**src/rtl/clock_pkg.sv**
```systemverilog
// Shared digit-counter constants: default terminal-count profiles for cascaded
// counters (seconds/minutes chain, BCD decade) and the default digit width.
package clock_pkg;

    localparam int unsigned DIGIT_W = 4;

    // Stage 0 is the least significant field: sec units, sec tens, min units, ...
    localparam logic [23:0] TC_MIN_SEC_CHAIN = {4'd5, 4'd9, 4'd5, 4'd9, 4'd5, 4'd9};

    localparam logic [3:0]  TC_BCD_DECADE    = 4'd9;
    localparam logic [23:0] TC_BCD_6DIGIT    = {6{TC_BCD_DECADE}};

endpackage

```
**src/rtl/cascade_mod_counter_if.sv**
```systemverilog
// Control/data bundle of the cascaded modulo counter; the slave side is the counter.
interface cascade_mod_counter_if
    import clock_pkg::*;
#(
    parameter int unsigned WIDTH  = DIGIT_W,
    parameter int unsigned NSTAGE = 6
);
    logic                      en;
    logic                      up;
    logic                      clr;
    logic                      load;
    logic [NSTAGE*WIDTH-1:0]   load_data;
    logic [NSTAGE*WIDTH-1:0]   q;
    logic [NSTAGE-1:0]         tc;
    logic                      carry_out;
    logic                      load_err;

    modport master (
        output en, up, clr, load, load_data,
        input  q, tc, carry_out, load_err
    );

    modport slave (
        input  en, up, clr, load, load_data,
        output q, tc, carry_out, load_err
    );

endinterface

```
**src/rtl/mod_counter_stage.sv**
```systemverilog
// One up/down modulo-(TC+1) digit. Priority clr > load > step; tc reflects the
// wrap condition for the current direction.
module mod_counter_stage #(
    parameter int unsigned      WIDTH = 4,
    parameter logic [WIDTH-1:0] TC    = '1
) (
    input  logic             Clk,
    input  logic             rst,
    input  logic             step,
    input  logic             up,
    input  logic             clr,
    input  logic             load,
    input  logic [WIDTH-1:0] value,
    output logic [WIDTH-1:0] q,
    output logic             tc
);

    logic [WIDTH-1:0] q_d;
    logic [WIDTH-1:0] q_q;

    always_comb begin
        q_d = q_q;
        if (clr) begin
            q_d = '0;
        end else if (load) begin
            q_d = value;
        end else if (step) begin
            if (up) begin
                q_d = (q_q == TC) ? '0 : q_q + WIDTH'(1);
            end else begin
                q_d = (q_q == '0) ? TC : q_q - WIDTH'(1);
            end
        end
    end

    always_ff @(posedge Clk or negedge rst) begin
        if (!rst) begin
            q_q <= '0;
        end else begin
            q_q <= q_d;
        end
    end

    always_comb begin
        q  = q_q;
        tc = up ? (q_q == TC) : (q_q == '0);
    end

endmodule

```
**src/rtl/cascade_mod_counter.sv**
```systemverilog
// NSTAGE cascaded modulo digits with ripple-free enable gating: every stage
// updates on the same edge, gated by the tc flags of all lower stages.
module cascade_mod_counter
    import clock_pkg::*;
#(
    parameter int unsigned WIDTH  = DIGIT_W,
    parameter int unsigned NSTAGE = 6,
    parameter              TC_VEC = TC_MIN_SEC_CHAIN
) (
    input  logic                  Clk,
    input  logic                  rst,
    cascade_mod_counter_if.slave  bus
);

    // TC_VEC is left unsized so an over-wide terminal count shows up as a width error.
    if (WIDTH == 0 || NSTAGE == 0) begin : g_bad_shape
        $error("cascade_mod_counter: WIDTH and NSTAGE must be nonzero");
    end
    if ($bits(TC_VEC) != NSTAGE * WIDTH) begin : g_bad_tc_vec
        $error("cascade_mod_counter: TC_VEC must hold NSTAGE fields of WIDTH bits");
    end

    logic [NSTAGE-1:0] step;
    logic [NSTAGE-1:0] tc_w;
    logic [NSTAGE-1:0] ovr;
    logic              gate;
    logic [WIDTH-1:0]  field;
    logic [WIDTH-1:0]  tc_val;
    logic [WIDTH-1:0]  clamped [NSTAGE];
    logic [WIDTH-1:0]  stage_q [NSTAGE];

    logic carry_d;
    logic carry_q;
    logic load_err_d;
    logic load_err_q;

    // gate accumulates en & tc[0] & ... & tc[i-1]; tc comes from registers, so no loop.
    always_comb begin
        step = '0;
        gate = bus.en;
        for (int unsigned i = 0; i < NSTAGE; i++) begin
            step[i] = gate;
            gate    = gate & tc_w[i];
        end
    end

    always_comb begin
        ovr    = '0;
        field  = '0;
        tc_val = '0;
        for (int unsigned i = 0; i < NSTAGE; i++) begin
            clamped[i] = '0;
        end
        for (int unsigned i = 0; i < NSTAGE; i++) begin
            field      = bus.load_data[i*WIDTH +: WIDTH];
            tc_val     = TC_VEC[i*WIDTH +: WIDTH];
            ovr[i]     = (field > tc_val);
            clamped[i] = ovr[i] ? tc_val : field;
        end
    end

    for (genvar g = 0; g < NSTAGE; g++) begin : g_stage
        mod_counter_stage #(
            .WIDTH (WIDTH),
            .TC    (TC_VEC[g*WIDTH +: WIDTH])
        ) u_stage (
            .Clk   (Clk),
            .rst   (rst),
            .step  (step[g]),
            .up    (bus.up),
            .clr   (bus.clr),
            .load  (bus.load),
            .value (clamped[g]),
            .q     (stage_q[g]),
            .tc    (tc_w[g])
        );
    end

    always_comb begin
        carry_d    = bus.en & ~bus.clr & ~bus.load & (&tc_w);
        load_err_d = bus.load & ~bus.clr & (|ovr);
    end

    always_ff @(posedge Clk or negedge rst) begin
        if (!rst) begin
            carry_q    <= 1'b0;
            load_err_q <= 1'b0;
        end else begin
            carry_q    <= carry_d;
            load_err_q <= load_err_d;
        end
    end

    always_comb begin
        bus.q = '0;
        for (int unsigned i = 0; i < NSTAGE; i++) begin
            bus.q[i*WIDTH +: WIDTH] = stage_q[i];
        end
        bus.tc        = tc_w;
        bus.carry_out = carry_q;
        bus.load_err  = load_err_q;
    end

endmodule
```
**src/flat_wrapper.sv**
```systemverilog
// flat-port wrapper written by rule: the top's interface ports become plain ports
module cascade_mod_counter_flat import clock_pkg::*;
#(
    parameter int unsigned WIDTH  = DIGIT_W,
    parameter int unsigned NSTAGE = 6,
    parameter              TC_VEC = TC_MIN_SEC_CHAIN
)
  (Clk, rst, bus_en, bus_up, bus_clr, bus_load, bus_load_data, bus_q, bus_tc, bus_carry_out, bus_load_err);
  cascade_mod_counter_if #(.WIDTH(WIDTH), .NSTAGE(NSTAGE)) bus_i ();
  input  logic Clk;
  input  logic rst;
  input wire logic [$bits(bus_i.en)-1:0] bus_en;
  input wire logic [$bits(bus_i.up)-1:0] bus_up;
  input wire logic [$bits(bus_i.clr)-1:0] bus_clr;
  input wire logic [$bits(bus_i.load)-1:0] bus_load;
  input wire logic [$bits(bus_i.load_data)-1:0] bus_load_data;
  output wire logic [$bits(bus_i.q)-1:0] bus_q;
  output wire logic [$bits(bus_i.tc)-1:0] bus_tc;
  output wire logic [$bits(bus_i.carry_out)-1:0] bus_carry_out;
  output wire logic [$bits(bus_i.load_err)-1:0] bus_load_err;
  assign bus_i.en = bus_en;
  assign bus_i.up = bus_up;
  assign bus_i.clr = bus_clr;
  assign bus_i.load = bus_load;
  assign bus_i.load_data = bus_load_data;
  assign bus_q = bus_i.q;
  assign bus_tc = bus_i.tc;
  assign bus_carry_out = bus_i.carry_out;
  assign bus_load_err = bus_i.load_err;
  cascade_mod_counter #(.WIDTH(WIDTH), .NSTAGE(NSTAGE), .TC_VEC(TC_VEC)) u_core (.Clk(Clk), .rst(rst), .bus(bus_i));
endmodule
```
**config.mk**
```make
export PLATFORM = sky130hd
export DESIGN_NAME = cascade_mod_counter_flat
export DESIGN_NICKNAME = d
export VERILOG_FILES = /design/src/rtl/clock_pkg.sv /design/src/rtl/cascade_mod_counter_if.sv /design/src/rtl/mod_counter_stage.sv /design/src/rtl/cascade_mod_counter.sv /design/src/flat_wrapper.sv
export SDC_FILE = /design/constraint.sdc
export NUM_CORES = 1
export LEC_CHECK = 0
export ABC_AREA = 1
export CORE_UTILIZATION = 50
export DETAILED_ROUTE_END_ITERATION = 6
export GPL_TIMING_DRIVEN = 0
export PLACE_DENSITY = 0.8
export SLEW_MARGIN = 20
export SYNTH_ARGS = -nofsm -noshare
export SYNTH_HDL_FRONTEND = slang
export SYNTH_SLANG_ARGS = --single-unit
```
**constraint.sdc**
```tcl
create_clock -name Clk -period 1.85 [get_ports Clk]
set_input_delay 0.37 -clock Clk [delete_from_list [all_inputs] [get_ports Clk]]
set_output_delay 0.37 -clock Clk [all_outputs]
set_load 0.02 [all_outputs]
```
---- After elaboration in Yosys (flattened, before gate mapping) ----
Index checks and enable logic that the tools add are counted.
word-level totals
  register bits after elaboration ......... 26
  input bits .............................. 30
  logic and storage cells ................. 106
operators by class
  $add $sub $neg .......................... 12
  order comparisons ....................... 6
  equal/unequal tests ..................... 6
  muxes and demuxes ....................... 48
  bitwise operators ....................... 12
  reduce and logical (&&, ||, !) cells .... 14
operators with widths
  kind                                                 count
  two-way mux 4 bit                                    42
  adder 4 x 1 -> 4 bit, second input constant          6
  zero test 4 bit                                      6
  subtractor 4 x 1 -> 4 bit, second input constant     6
  nonzero test 3 bit                                   6
  equality test 4 x 3 -> 1 bit, second input constant  3
  equality test 4 bit, second input constant           3
  > comparator 4 x 3 -> 1 bit, second input constant   3
  > comparator 4 bit, second input constant            3
  AND 1 bit                                            10
  two-way mux 1 bit                                    6
  AND reduction 6 bit                                  1
  OR reduction 6 bit                                   1
  NOT 1 bit                                            2

---- Longest topological paths before layout ----
  word-level depth ........................ 10
  mapped depth ............................ 12

---- By module ----
From an unflattened synthesis, not the netlist that was laid out.
unflattened totals
  cells, all modules ...................... 489
  area, all modules ....................... 2901.5 um^2
modules (own cells, without submodules)
  module                                             instances  cells each  area an instance (um^2)
  mod_counter_stage (u_core.g_stage[0].u_stage ...)  3          71          434.2
  mod_counter_stage (u_core.g_stage[1].u_stage ...)  3          68          414.1
  cascade_mod_counter                                1          72          356.6

---- Least setup slack after synthesis ----
OpenSTA, ideal clock, no wires.
  kind .................................... reg-to-output
  start point ............................. reg u_core.g_stage[4].u_stage.q_q[0]
  end point ............................... out bus_tc[4]
  arrival time ............................ 1.426 ns
  data required time ...................... 1.480 ns
  path slack .............................. 0.054 ns
  cell stages (with the launch flop) ...... 10
  buffers on the path ..................... 1
  path through ............................ dfrtp_1 > inv_1 > ha_1 > inv_1 > nor2_1 > nand3_1 > inv_1 > nor2_1 > inv_2 > buf_4
on the way
  cells in the longest elaborated chain, start to end .. 2
  elaborated cells on any way between the ends .. 3
  classes of those cells .................. eq/ne: 1; mux: 1; reduce/logical: 1
ends and longest elaborated chain
  what                                                    RTL line                 text
  start: declaration                                      mod_counter_stage.sv:19  logic [WIDTH-1:0] q_q;
  start signal: assignment                                mod_counter_stage.sv:40  q_q <= q_d;
  equality test 4 bit or zero test 4 bit (tied branches)  mod_counter_stage.sv:46  tc = up ? (q_q == TC) : (q_q == '0);
  two-way mux 1 bit (*)                                   mod_counter_stage.sv:46
  end: declaration                                        flat_wrapper.sv:18       output wire logic [$bits(bus_i.tc)-1:0] bus_tc;
Every way passes the cells marked *; elsewhere a longest branch is shown, timed or not.

---- Worst setup path in the final report ----
  start point ............................. reg u_core.g_stage[4].u_stage.q_q[1]
  end point ............................... out bus_tc[4]
The elaborated chain is that of the path after synthesis.

==> impl_results.md <==
* # setup viols final at 1
* Wire per inst at approximately 18 µm
* Sequential area share after synthesis at a little under a quarter
* Fillers at 300
* # DRC at 0
* Post-synth ARST share at between 90% and 100%
* Pwr dens at 611.4 nW/µm²
* Yosys reg bits at 26
* Final worst slack at -23.08 ps
* Ys Warns at 0
* Num rows at 26
* Syn avg cell area at just under 7 µm²
* # nets final at about 570
* Hold Fails Final Rpt at 0
* Unrepaired setup endpoints after global routing: true
* CTS Buffer Depth at 2
* Starting DRT DRC Count at 440
* FF-to-FF Start: u_core.g_stage[0].u_stage.q[1]
* Number of diodes at 0
* Post-DP HPWL at approximately 5.6 mm
* Max-cap viol count at 0
* IO Port Bufs at between 50 and 60
* Placed cell area at between 3000 and 4000 µm²
* Leakage at roughly 2.1 nW
* Critical path required time at 1480 ps
* Max rail drop VDD at about 0.00040 V
* Post-synth EDFFs at 0
* Share of layout cells above drive strength 1 at roughly a third
* Layout area overhead at 56.02%
* Setup slack at placement at -540.8 ps
* Clk slew on worst S/H paths at around 100 ps
* Tmin final at approximately 1900 ps
* Clock sink count at 26
* Top cells by count, synth: nand2_1, nand3_1, inv_1, o21ai_0, dfrtp_1
* Mapped Cells at roughly 400
* Top cell type's share of synthesized area at 23.97%
* Hold-fix buffers, CTS at 0
* Util after Layout at 81.86%
* Root buffer cell: clkbuf_8
* Clk_lat worst skew at 280 ps
* Hold slack final at ~110 ps
* Vias at ~3300
* Initial Util at a little over half
* I/O pins at 62
* First-pass GRT wire length at about 13 mm
* Total GRT Usage at 31.56%
* Vias in the first global route at 2923
* Post-Route WL at a little over 10 mm
* Clock skew at between 7 and 8 ps
* Largest net degree at the start of global routing at 27
* Pwr Total at between 2 and 3 mW
* Cell area after synthesis at around 2700 µm²
* Yosys top cell by area: dfrtp_1
* R2R Path End: u_core.g_stage[3].u_stage.q[0]
* Vias/cell at ~5.7
* Tightest Pin Transition at 679.1 ps
* Final Cycle Share at 101.2%
* Fmax at 0.5339 GHz
* Routed Antenna Nets at 0
* Failing checks: negative setup slack
* Crit start category: register
* Cells on worst reg2reg path at 11
* Antenna violations before repair at 0
* Top post-synthesis cells by area: dfrtp_1, nand2_1, ha_1, nand3_1, inv_1
* Max_slew headroom at around 55%
* Outcome: complete, but fails checks
* Die width at about 76 µm
* Critical path peak fanout at 3
* Hold/Removal Path Class: primary input to async pin
* Routability cong. at about 1.0
* R2r setup slk at about 30 ps
* Cts bufs inserted at 3
* Core outline area at roughly 5200 µm²
* Die ar. at ~5700 µm²
* Final Max Tran Viols at 0
* Grt ovf at 0
* Pre-Repair DR Iteration Count at 5
* CTS tree: yes
* Crit Path Class: register to output port
* Crit path capture type: output port
* Die Ht at roughly 76 µm
* Final Instance Area at about 4200 µm²
* Arrival @ worst endpoint at 1500 ps
* Synth unique cells at 38
* Count leader, synth: nand2_1
* Synth Flop Type: dfrtp_1
* H-tree Lvls at 1
* Syn_nets at approximately 440
-- cells in the final DEF, fill, tap and decap left out, types with 2 or more instances in the layout --
cell,netlist,routed
a21oi_1,19,19
nand4_1,10,10
nand2_1,88,79
nand3_2,2,3
o21ai_1,2,4
dlymetal6s2s_1,0,8
clkdlybuf4s50_1,0,44
clkbuf_8,0,3
xor2_1,5,5
inv_2,4,23
nand3b_1,3,3
o211ai_1,4,4
buf_4,7,67
ha_4,0,12
dfrtp_1,26,18
nor3_1,2,2
buf_2,4,4
dfrtp_2,0,8
a31oi_1,2,2
o21ai_0,32,30
o31ai_1,3,3
buf_6,3,10
nand2_2,5,6
nor2_1,25,23
or2_2,2,2
ha_1,20,7
nand3_1,49,42
xnor2_1,4,4
nor2_4,6,7
nand3_4,2,8
nand2_4,6,14
inv_1,45,25
-- cells by family after synthesis --
family / count (synthesis) / synth area share, %
compound gates: 66 / 13.55
simple gates: 202 / 38.13
fa+ha+maj: 20 / 9.221
flops: 26 / 23.97
buf+inv: 68 / 12.22
xor+xnor: 9 / 2.904
-- final cells by class --
| cell class | count | area (µm²) | share of cell area (%) |
|---|---|---|---|
| Buffer | 10 | 87.58 | 2.069 |
| Clock buffer | 3 | 41.29 | 0.9752 |
| Inverter | 51 | 200.2 | 4.728 |
| Multi-Input combinational cell | 297 | 2037 | 48.11 |
| Sequential cell | 26 | 660.6 | 15.60 |
| Tap cell | 70 | 87.58 | 2.069 |
| Timing Repair Buffer | 126 | 1120 | 26.45 |
-- state kept, by name, summed over array words and instances, names as in the netlist --
name                      flops
u_core.bus.carry_out          1
u_core.bus.load_err           1
u_core.g_stage.u_stage.q     24
-- routing by layer --
metal	wire [µm]	track usage, %	vias up
li1	-	-	1538
met1	4026	41.49	1520
met2	4966	52.08	240
met3	826	3.307	48
met4	425	15.02	0
met5	0	0	-
-- metrics by stage --
stage | TNS (ps) | cells
CTS | -219.4 | 561
global placement | -6646 | 520
global route | -173.1 | 583
finish | -23.08 | 583
floorplan | 0 | 391
detailed placement | -5084 | 520
-- power breakdown --
part           switching, mW  leakage (nW)  internal [mW]
combinational          0.803          1.75          0.713
sequential            0.0925         0.329          0.629
clock                  0.205        0.0216          0.147
-- worst max-delay path by stage --
stage          cells past startpoint   endpoint                            from  slack (ps)
3_3_place_gp                       8  bus_tc[2]  u_core.g_stage[2].u_stage.q[0]        -520
4_1_cts                            7  bus_tc[2]  u_core.g_stage[2].u_stage.q[0]        -100
2_1_floorplan                      9  bus_tc[4]  u_core.g_stage[4].u_stage.q[0]          50
6_report                           9  bus_tc[4]  u_core.g_stage[4].u_stage.q[1]         -20
5_1_grt                            9  bus_tc[4]  u_core.g_stage[4].u_stage.q[0]         -80
3_5_place_dp                       8  bus_tc[2]  u_core.g_stage[2].u_stage.q[0]        -540
-- worst max-delay path, stage by stage, from the launching register on --
cell     delay, ps
dfrtp_1        410
inv_2          110
ha_4           150
inv_2           50
nor2_4          90
nand3_2        100
inv_2           80
nor2_2          50
inv_2           70
buf_6          110
-- repair_timing --
action	CTS	global route
gates resized for setup	75	59
setup endpoints to repair	7	25
setup buffers	40	29
pin swaps	18	32
No activity file was read; power rests on OpenSTA's default activity.
